### config.mk
export PLATFORM = sky130hd
export DESIGN_NAME = fetch_queue
export DESIGN_NICKNAME = d
export VERILOG_FILES = /design/src/rtl/fetch_queue_pkg.sv /design/src/rtl/fetch_fifo.sv /design/src/rtl/fetch_queue.sv
export SDC_FILE = /design/constraint.sdc
export NUM_CORES = 1
export LEC_CHECK = 0
export CORE_ASPECT_RATIO = 2
export CORE_UTILIZATION = 35
export DETAILED_ROUTE_END_ITERATION = 16
export DONT_BUFFER_PORTS = 1
export SYNTH_ARGS = -nofsm -noshare
export SYNTH_HDL_FRONTEND = slang
export SYNTH_SLANG_ARGS = --single-unit
### constraint.sdc
create_clock -name clk -period 7.45 [get_ports clk]
set_input_delay 0.745 -clock clk [delete_from_list [all_inputs] [get_ports clk]]
set_output_delay 0.745 -clock clk [all_outputs]
set_load 0.01 [all_outputs]
### src/rtl/fetch_queue_pkg.sv
// ============================================================================
// Module      : fetch_queue_pkg
// Description : Shared constants and buffer entry type for the fetch queue.
// Revision    : 1.0 - initial release
// ============================================================================
`default_nettype none

package fetch_queue_pkg;

    localparam logic [31:0] c_RESET_PC = 32'h0000_0000;
    localparam logic [31:0] c_NOP      = 32'h0000_0013;
    localparam logic [31:0] c_PC_INC   = 32'd4;

    typedef struct packed {
        logic [31:0] pc;
        logic [31:0] instr;
    } fq_entry_t;

endpackage

`default_nettype wire

### src/rtl/fetch_fifo.sv
// ============================================================================
// Module      : fetch_fifo
// Description : DEPTH-entry {pc,instr} buffer with push, pop and flush.
// Revision    : 1.0 - initial release
// ============================================================================
`default_nettype none

module fetch_fifo
    import fetch_queue_pkg::*;
#(
    parameter int DEPTH = 4
) (
    input  logic                     clk,
    input  logic                     rst_n,
    input  logic                     push_i,
    input  fq_entry_t                push_data_i,
    input  logic                     pop_i,
    input  logic                     flush_i,
    output fq_entry_t                head_o,
    output logic [$clog2(DEPTH):0]   count_o,
    output logic                     full_o,
    output logic                     empty_o
);

    localparam int AW = $clog2(DEPTH);
    localparam int CW = AW + 1;

    logic [AW-1:0] wr_ptr_q, wr_ptr_d;
    logic [AW-1:0] rd_ptr_q, rd_ptr_d;
    logic [CW-1:0] count_q,  count_d;
    fq_entry_t     mem_q [DEPTH];

    logic w_do_push;
    logic w_do_pop;

    assign full_o    = (count_q == CW'(DEPTH));
    assign empty_o   = (count_q == '0);
    assign w_do_push = push_i && !full_o && !flush_i;
    assign w_do_pop  = pop_i && !empty_o && !flush_i;

    always_comb begin
        wr_ptr_d = wr_ptr_q;
        rd_ptr_d = rd_ptr_q;
        count_d  = count_q;
        if (flush_i) begin
            wr_ptr_d = '0;
            rd_ptr_d = '0;
            count_d  = '0;
        end else begin
            if (w_do_push) wr_ptr_d = wr_ptr_q + AW'(1);
            if (w_do_pop)  rd_ptr_d = rd_ptr_q + AW'(1);
            case ({w_do_push, w_do_pop})
                2'b10:   count_d = count_q + CW'(1);
                2'b01:   count_d = count_q - CW'(1);
                default: count_d = count_q;
            endcase
        end
    end

    always_ff @(posedge clk or negedge rst_n) begin
        if (!rst_n) begin
            wr_ptr_q <= '0;
            rd_ptr_q <= '0;
            count_q  <= '0;
        end else begin
            wr_ptr_q <= wr_ptr_d;
            rd_ptr_q <= rd_ptr_d;
            count_q  <= count_d;
        end
    end

    // Storage needs no reset: entries are only observed while count is non-zero.
    always_ff @(posedge clk) begin
        if (w_do_push) mem_q[wr_ptr_q] <= push_data_i;
    end

    assign head_o  = mem_q[rd_ptr_q];
    assign count_o = count_q;

endmodule

`default_nettype wire

### src/rtl/fetch_queue.sv
// ============================================================================
// Module      : fetch_queue
// Description : Instruction fetch PC, in-flight tracking and decode buffer.
// Revision    : 1.0 - initial release
// ============================================================================
`default_nettype none

module fetch_queue
    import fetch_queue_pkg::*;
#(
    parameter int          DEPTH    = 4,
    parameter logic [31:0] RESET_PC = c_RESET_PC
) (
    input  logic        clk,
    input  logic        rst_n,
    output logic [31:0] imem_addr,
    output logic        imem_req,
    input  logic [31:0] imem_rdata,
    input  logic        redirect,
    input  logic [31:0] redirect_pc,
    input  logic        stall,
    output logic        id_valid,
    output logic [31:0] id_instr,
    output logic [31:0] id_pc
);

    localparam int          CW           = $clog2(DEPTH) + 1;
    localparam logic [31:0] RESET_PC_ALN = {RESET_PC[31:2], 2'b00};

    logic [31:0] fpc_q,     fpc_d;
    logic [31:0] infl_pc_q, infl_pc_d;
    logic        infl_q,    infl_d;

    logic [CW-1:0] w_count;
    logic [CW-1:0] w_occ;
    logic          w_full;
    logic          w_empty;
    logic          w_issue;
    logic          w_push;
    logic          w_pop;
    fq_entry_t     w_head;
    fq_entry_t     w_push_data;
    logic          w_unused;

    assign w_unused = &{1'b0, redirect_pc[1:0]};

    // Counting the in-flight request reserves its slot before the data returns.
    assign w_occ   = w_count + CW'(infl_q);
    assign w_issue = rst_n && !redirect && (w_occ < CW'(DEPTH));
    assign w_push  = infl_q && !redirect && !w_full;
    assign w_pop   = id_valid && !stall && !redirect;

    assign w_push_data.pc    = infl_pc_q;
    assign w_push_data.instr = imem_rdata;

    always_comb begin
        fpc_d     = fpc_q;
        infl_pc_d = infl_pc_q;
        infl_d    = w_issue;
        if (redirect) begin
            fpc_d = {redirect_pc[31:2], 2'b00};
        end else if (w_issue) begin
            fpc_d     = fpc_q + c_PC_INC;
            infl_pc_d = fpc_q;
        end
    end

    always_ff @(posedge clk or negedge rst_n) begin
        if (!rst_n) begin
            fpc_q     <= RESET_PC_ALN;
            infl_pc_q <= '0;
            infl_q    <= 1'b0;
        end else begin
            fpc_q     <= fpc_d;
            infl_pc_q <= infl_pc_d;
            infl_q    <= infl_d;
        end
    end

    fetch_fifo #(
        .DEPTH (DEPTH)
    ) u_fifo (
        .clk         (clk),
        .rst_n       (rst_n),
        .push_i      (w_push),
        .push_data_i (w_push_data),
        .pop_i       (w_pop),
        .flush_i     (redirect),
        .head_o      (w_head),
        .count_o     (w_count),
        .full_o      (w_full),
        .empty_o     (w_empty)
    );

    assign imem_addr = fpc_q;
    assign imem_req  = w_issue;
    assign id_valid  = !w_empty;
    assign id_instr  = id_valid ? w_head.instr : c_NOP;
    assign id_pc     = id_valid ? w_head.pc    : 32'h0000_0000;

endmodule

`default_nettype wire

# --- After elaboration in Yosys (flattened, before gate mapping) ---
# Memory sizes are Yosys's and may differ from the RTL's.
# Cells that the tools add are included.
totals:
  ff_bits: 72
  ramBits: 256
  in_bits: 68
  output_inout_bits: 98
  word_cells: 50
  mem_count: 1
mem_list:
  columns: ["name", "depth", "word_bits", "rd", "rd_clocked_by_memory_dff", "wr", "line", "text"]
  rows:
  - ["u_fifo.mem_q", 4, 64, 1, 0, 1, "fetch_fifo.sv:31", "fq_entry_t mem_q [DEPTH];"]
op_classes:
  add_sub_neg: 6
  magnitude_cmp: 1
  eq_ne: 3
  muxes: 12
  bitwise_logic: 1
  n_reduce_logical: 20
op_table:
  columns: ["cell", "count"]
  rows:
  - ["$mux W32", 4]
  - ["$add A32 B3 Y32 const B", 1]
  - ["$logic_and A1 B1 Y1", 10]
  - ["$mux W2", 4]
  - ["$pmux W3 S2", 1]
  - ["$reduce_bool A2 Y1", 3]
  - ["$add A2 B1 Y2 const B", 2]
  - ["$logic_not A1 Y1", 4]
  - ["$add A3 B1 Y3", 1]
  - ["$add A3 B1 Y3 const B", 1]
  - ["$eq A3 B3 Y1 const B", 1]
  - ["$logic_not A3 Y1", 1]
  - ["$lt A3 B3 Y1 const B", 1]
  - ["$mux W3", 1]
  - ["$reduce_bool A3 Y1", 1]
  - ["$sub A3 B1 Y3 const B", 1]
  - ["$eq A2 B1 Y1 const B", 1]
  - ["$eq A2 B2 Y1 const B", 1]
  - ["$mux W1", 2]
  - ["$reduce_and A2 Y1", 1]
  - ["$not A1 Y1", 1]

# --- Logic depth before layout (Yosys ltp) ---
logic_depth:
  ltp_word: 9
  mapped_depth: 11
  ltp_nobuf: 10

# --- By module ---
# From an unflattened synthesis, not the netlist that was laid out.
hier_totals:
  hier_cells: 815
  hier_area_um2: 13275.2
by_module_without_submodules:
  columns: ["mod", "n_inst", "cells_per_inst", "area_each_um2", "seq_area_each_um2"]
  rows:
  - ["fetch_fifo", 1, 398, 9785.6, 7862.5]
  - ["fetch_queue", 1, 417, 3489.6, 1526.5]

# --- Worst setup path after synthesis ---
# OpenSTA, ideal clock, no wires.
synth_path:
  path_kind: "input -> register"
  from: "input port redirect"
  to: "memory u_fifo.mem_q[0][0] (netlist bit) (enable)"
  setup_ps: 427
  arrival_ps: 2577
  t_required_ps: 7023
  slack_ps: 4446
  cell_stages: 3
  path_buffers: 1
  cell_sequence: "clkbuf_1 -> nor2_1 -> and2_1"
synth_via:
  elab_chain_cells: 7
synth_rtl:
  columns: ["element", "line", "text"]
  rows:
  - ["start, declared", "fetch_queue.sv:19", "input logic redirect,"]
  - ["$logic_not A1 Y1 *", "fetch_fifo.sv:38, fetch_queue.sv:50", null]
  - ["$logic_and A1 B1 Y1 (2 in series)", "fetch_queue.sv:50", "assign w_push = infl_q && !redirect && !w_full;"]
  - ["$logic_and A1 B1 Y1", "fetch_fifo.sv:38", "assign w_do_push = push_i && !full_o && !flush_i;"]
  - ["$logic_and A1 B1 Y1 *", "fetch_fifo.sv:38", null]
  - ["$mux W1 *", "fetch_fifo.sv:74", "if (w_do_push) mem_q[wr_ptr_q] <= push_data_i;"]
  - ["$mux W1 (not written as such) *", "fetch_fifo.sv:74", null]
  - ["end, declared", "fetch_fifo.sv:31", null]
# Every way passes the cells marked *; elsewhere a longest branch is shown, timed or not.

# --- Worst setup path after layout ---
layout_path:
  from: "register u_fifo.rd_ptr_q[0]"
  to: "output port id_instr[0]"
layout_via:
  elab_chain_cells: 2
layout_rtl:
  columns: ["element", "line", "text"]
  rows:
  - ["start, declared", "fetch_fifo.sv:29", "logic [AW-1:0] rd_ptr_q, rd_ptr_d;"]
  - ["start signal, assigned", "fetch_fifo.sv:67", "rd_ptr_q <= rd_ptr_d;"]
  - ["$mem_v2 Z4 W64", null, null]
  - ["$mux W32", "fetch_queue.sv:98", "assign id_instr = id_valid ? w_head.instr : c_NOP;"]
  - ["end, declared", "fetch_queue.sv:23", "output logic [31:0] id_instr,"]
# No other way between the ends.

==> impl_metrics.ini <==
[outcome]
status = finished clean

[drt]
drt_pass1_iterations = 4
ant_nets = 0
wl_um = 27700
drc = 0
highest_layer = met4
drt_iter0_markers = 339
viasPerCell = 5.16
route.met2.wl_um = 15900
wl_met3_um = 1290
wl_per_cell_um = 23.4
met1_length_um = 9710
vias = 6104

[layout]
layout.nets = 784
n_antenna_cell = 0
num-fill-cells = 3276
syn2layout_area_growth_pct = 11.3
fin_area_mm2 = 0.0142
multi_input_area_mm2 = 0.00340
drive_gt1_share_pct = 22.5
register_area_mm2 = 0.00916
final_cell_count_no_fill = 1182
postLayoutCoreUtil_pct = 39.6

[global_routing]
grt_usage_pct = 15.4
grt_pass1_wl_um = 41300
antenna_found_initial = 0
grt_pass1_vias = 6528
grt_overflow_total = 0
grt_max_degree = 69

[worst_setup_path]
reg2reg_slack_ps = 4580
cp_max_fo = 48
crit_buf_inv = 1
required_ps = 6700
cpMaxStageDelayCell = buf_4
startpoint = u_fifo.rd_ptr_q[0]
slowest_delay_ps = 880
cp-end-kind = output pin
r2r_cells = 6
path_class = reg -> out
reg2reg_from = u_fifo.count_o[0]
crit_chain = buf_4 -> mux4_2 -> or2_2
critPathTopFamily = buffers and inverters
cp-start-kind = flip-flop
r2r-end = imem_addr[31]
crit_arrival_ps = 3040

[timing]
fin_crit_sh_pct = 50.9
setup_viol = 0
rsz0062_at_grt = no
final.setup.worst_slack_ps = 3660
fmax_ghz = 0.264
hold_viol_final = 0
setup_tns_ps = 0
slew_headroom_pct = 27.8
fin_skew_ps = 9.73
maxSlewViolCount = 0
min_period_ps = 3790
hold_ws_ps = 74.5
tightest_slew_ps = 1080

[cts]
clk_latency_ps = 550
cts_setup_buffers = 0
cts_inserted_buffers = 28
cts_tree = built
clkTransAtPathRegs_ps = 70
clock_path_buffers = 3
cts.sink_count = 316
root_buffer = clkbuf_16
cts_max_level = 1

[logic_synthesis]
synth_area_per_cell_um2 = 18.0
ys.flop_type = edfxtp_1
syn_area_mm2 = 0.0127
synth_top_area_cell = edfxtp_1
synth-edff-count = 248
yosysMostFrequentCell = edfxtp_1
synthTopCellsByArea = edfxtp_1 (58%), dfrtp_1 (13%), mux4_2 (11%)
synth_cells = 706
synth_commonest_cells = edfxtp_1 (248), dfrtp_1 (68), and2_1 (63), mux4_2 (62), nand2_1 (34)
ys_types = 52
synth-seq-cells = 316
ys_seq_area_share_pct = 71.8
ys.warnings.count = 0
synthArstFlopShare_pct = 21.5
synth.top_cell.area_share_pct = 58.5

[pwr]
finalPower_mw = 4.91
p_seq_share_pct = 48.5
ir_worst_vdd_uv = 183
internal-power_mw = 3.48
p_leak_nw = 4.66
power_frac_comb_pct = 21.3
p_per_area_mw_per_mm2 = 347
switchingPower_mw = 1.43
clkPwrFrac_pct = 30.2
swShare_pct = 29.2

[floorplan]
boundaryPins = 166
die_height_um = 272
die_w_um = 137
core_area_mm2 = 0.0358
std_cell_rows = 98
design.die.area_mm2 = 0.0372
start_util_pct = 35.6

[placed_design]
place_inst = 1129
pre_cts_slack_ps = 4090
place.gp.congestion = 0.720
dpl.hpwl_um = 16300
numPortBuffers = 0
dpl_cell_area_mm2 = 0.0132

[min_path]
hold_path.class = in -> async

[flow_run]
cap_violations = 0
## cell usage in the layout (no fill, tap or decap), types with 6 or more instances in the layout
| cell type | Yosys | layout |
|---|---|---|
| xnor2_1 | 20 | 20 |
| mux4_2 | 62 | 62 |
| nand3_1 | 10 | 10 |
| xor2_1 | 9 | 9 |
| inv_1 | 12 | 11 |
| nor2_1 | 16 | 16 |
| o21ai_1 | 7 | 7 |
| clkbuf_16 | 0 | 29 |
| nor3_1 | 8 | 8 |
| clkbuf_1 | 19 | 6 |
| nand4_1 | 8 | 8 |
| and2_1 | 63 | 59 |
| nand2_1 | 34 | 34 |
| mux2_2 | 32 | 32 |
| edfxtp_1 | 248 | 248 |
| o21ai_0 | 19 | 19 |
| dfrtp_1 | 68 | 66 |
## flip-flops by register name, indices dropped and copies added, names as in the netlist
name / count
u_fifo.count_o: 3
infl_pc_q: 30
u_fifo.mem_q: 248
u_fifo.rd_ptr_q: 2
imem_addr: 30
infl_q: 1
u_fifo.wr_ptr_q: 2
## power groups by stage
stage / clock network (mW) / logic (mW) / registers (mW)
2_1_floorplan: 0 / 0.884 / 2.30
3_3_place_gp: 0 / 1.07 / 2.41
3_5_place_dp: 0 / 1.08 / 2.43
4_1_cts: 1.53 / 1.09 / 2.39
5_1_grt: 1.60 / 1.16 / 2.42
6_report: 1.49 / 1.05 / 2.38
## per-layer routing
| metal | track usage (%) | up-vias |
|---|---|---|
| met3 | 2.71 | 43 |
| met5 | 0 | - |
| met1 | 16.0 | 3181 |
| met4 | 5.73 | 0 |
| met2 | 29.7 | 153 |
| li1 | - | 2727 |
## how the worst max path moves through the flow
stage / endpoint / slack, ps / cells past startpoint
after floorplan: u_fifo.mem_q[0][0] / 4450 / 3
after global placement: id_instr[0] / 4080 / 3
after detailed placement: id_instr[0] / 4090 / 3
after CTS: id_instr[0] / 3480 / 3
after global routing: id_instr[0] / 3360 / 3
final: id_instr[0] / 3660 / 3
## kinds of logic after synthesis
group / count (synthesis) / synth area share [%]
muxes: 98 / 14.1
and+or+nand+nor: 167 / 7.84
DFF: 316 / 71.8
other: 1 / 0.0294
xor gates and xnor gates: 29 / 1.99
adders and majority gates: 6 / 0.648
AOI/OAI and AO/OA: 41 / 1.91
buffers and inverters: 48 / 1.64
## layout make-up
cell class | count | area share [%]
clock buffer | 38 | 5.57
clock inverter | 14 | 1.06
inverter | 13 | 0.344
multi-input combinational | 345 | 24.0
sequential | 316 | 64.6
tap | 450 | 3.97
timing repair buffer | 6 | 0.459
## repair_timing
item / 4_1_cts / 5_1_grt
hold endpoints to repair: 68 / 0
resized for setup: 0 / 0
hold buffers: 1 / 0
Note: power is estimated with default switching activity, not from simulation.
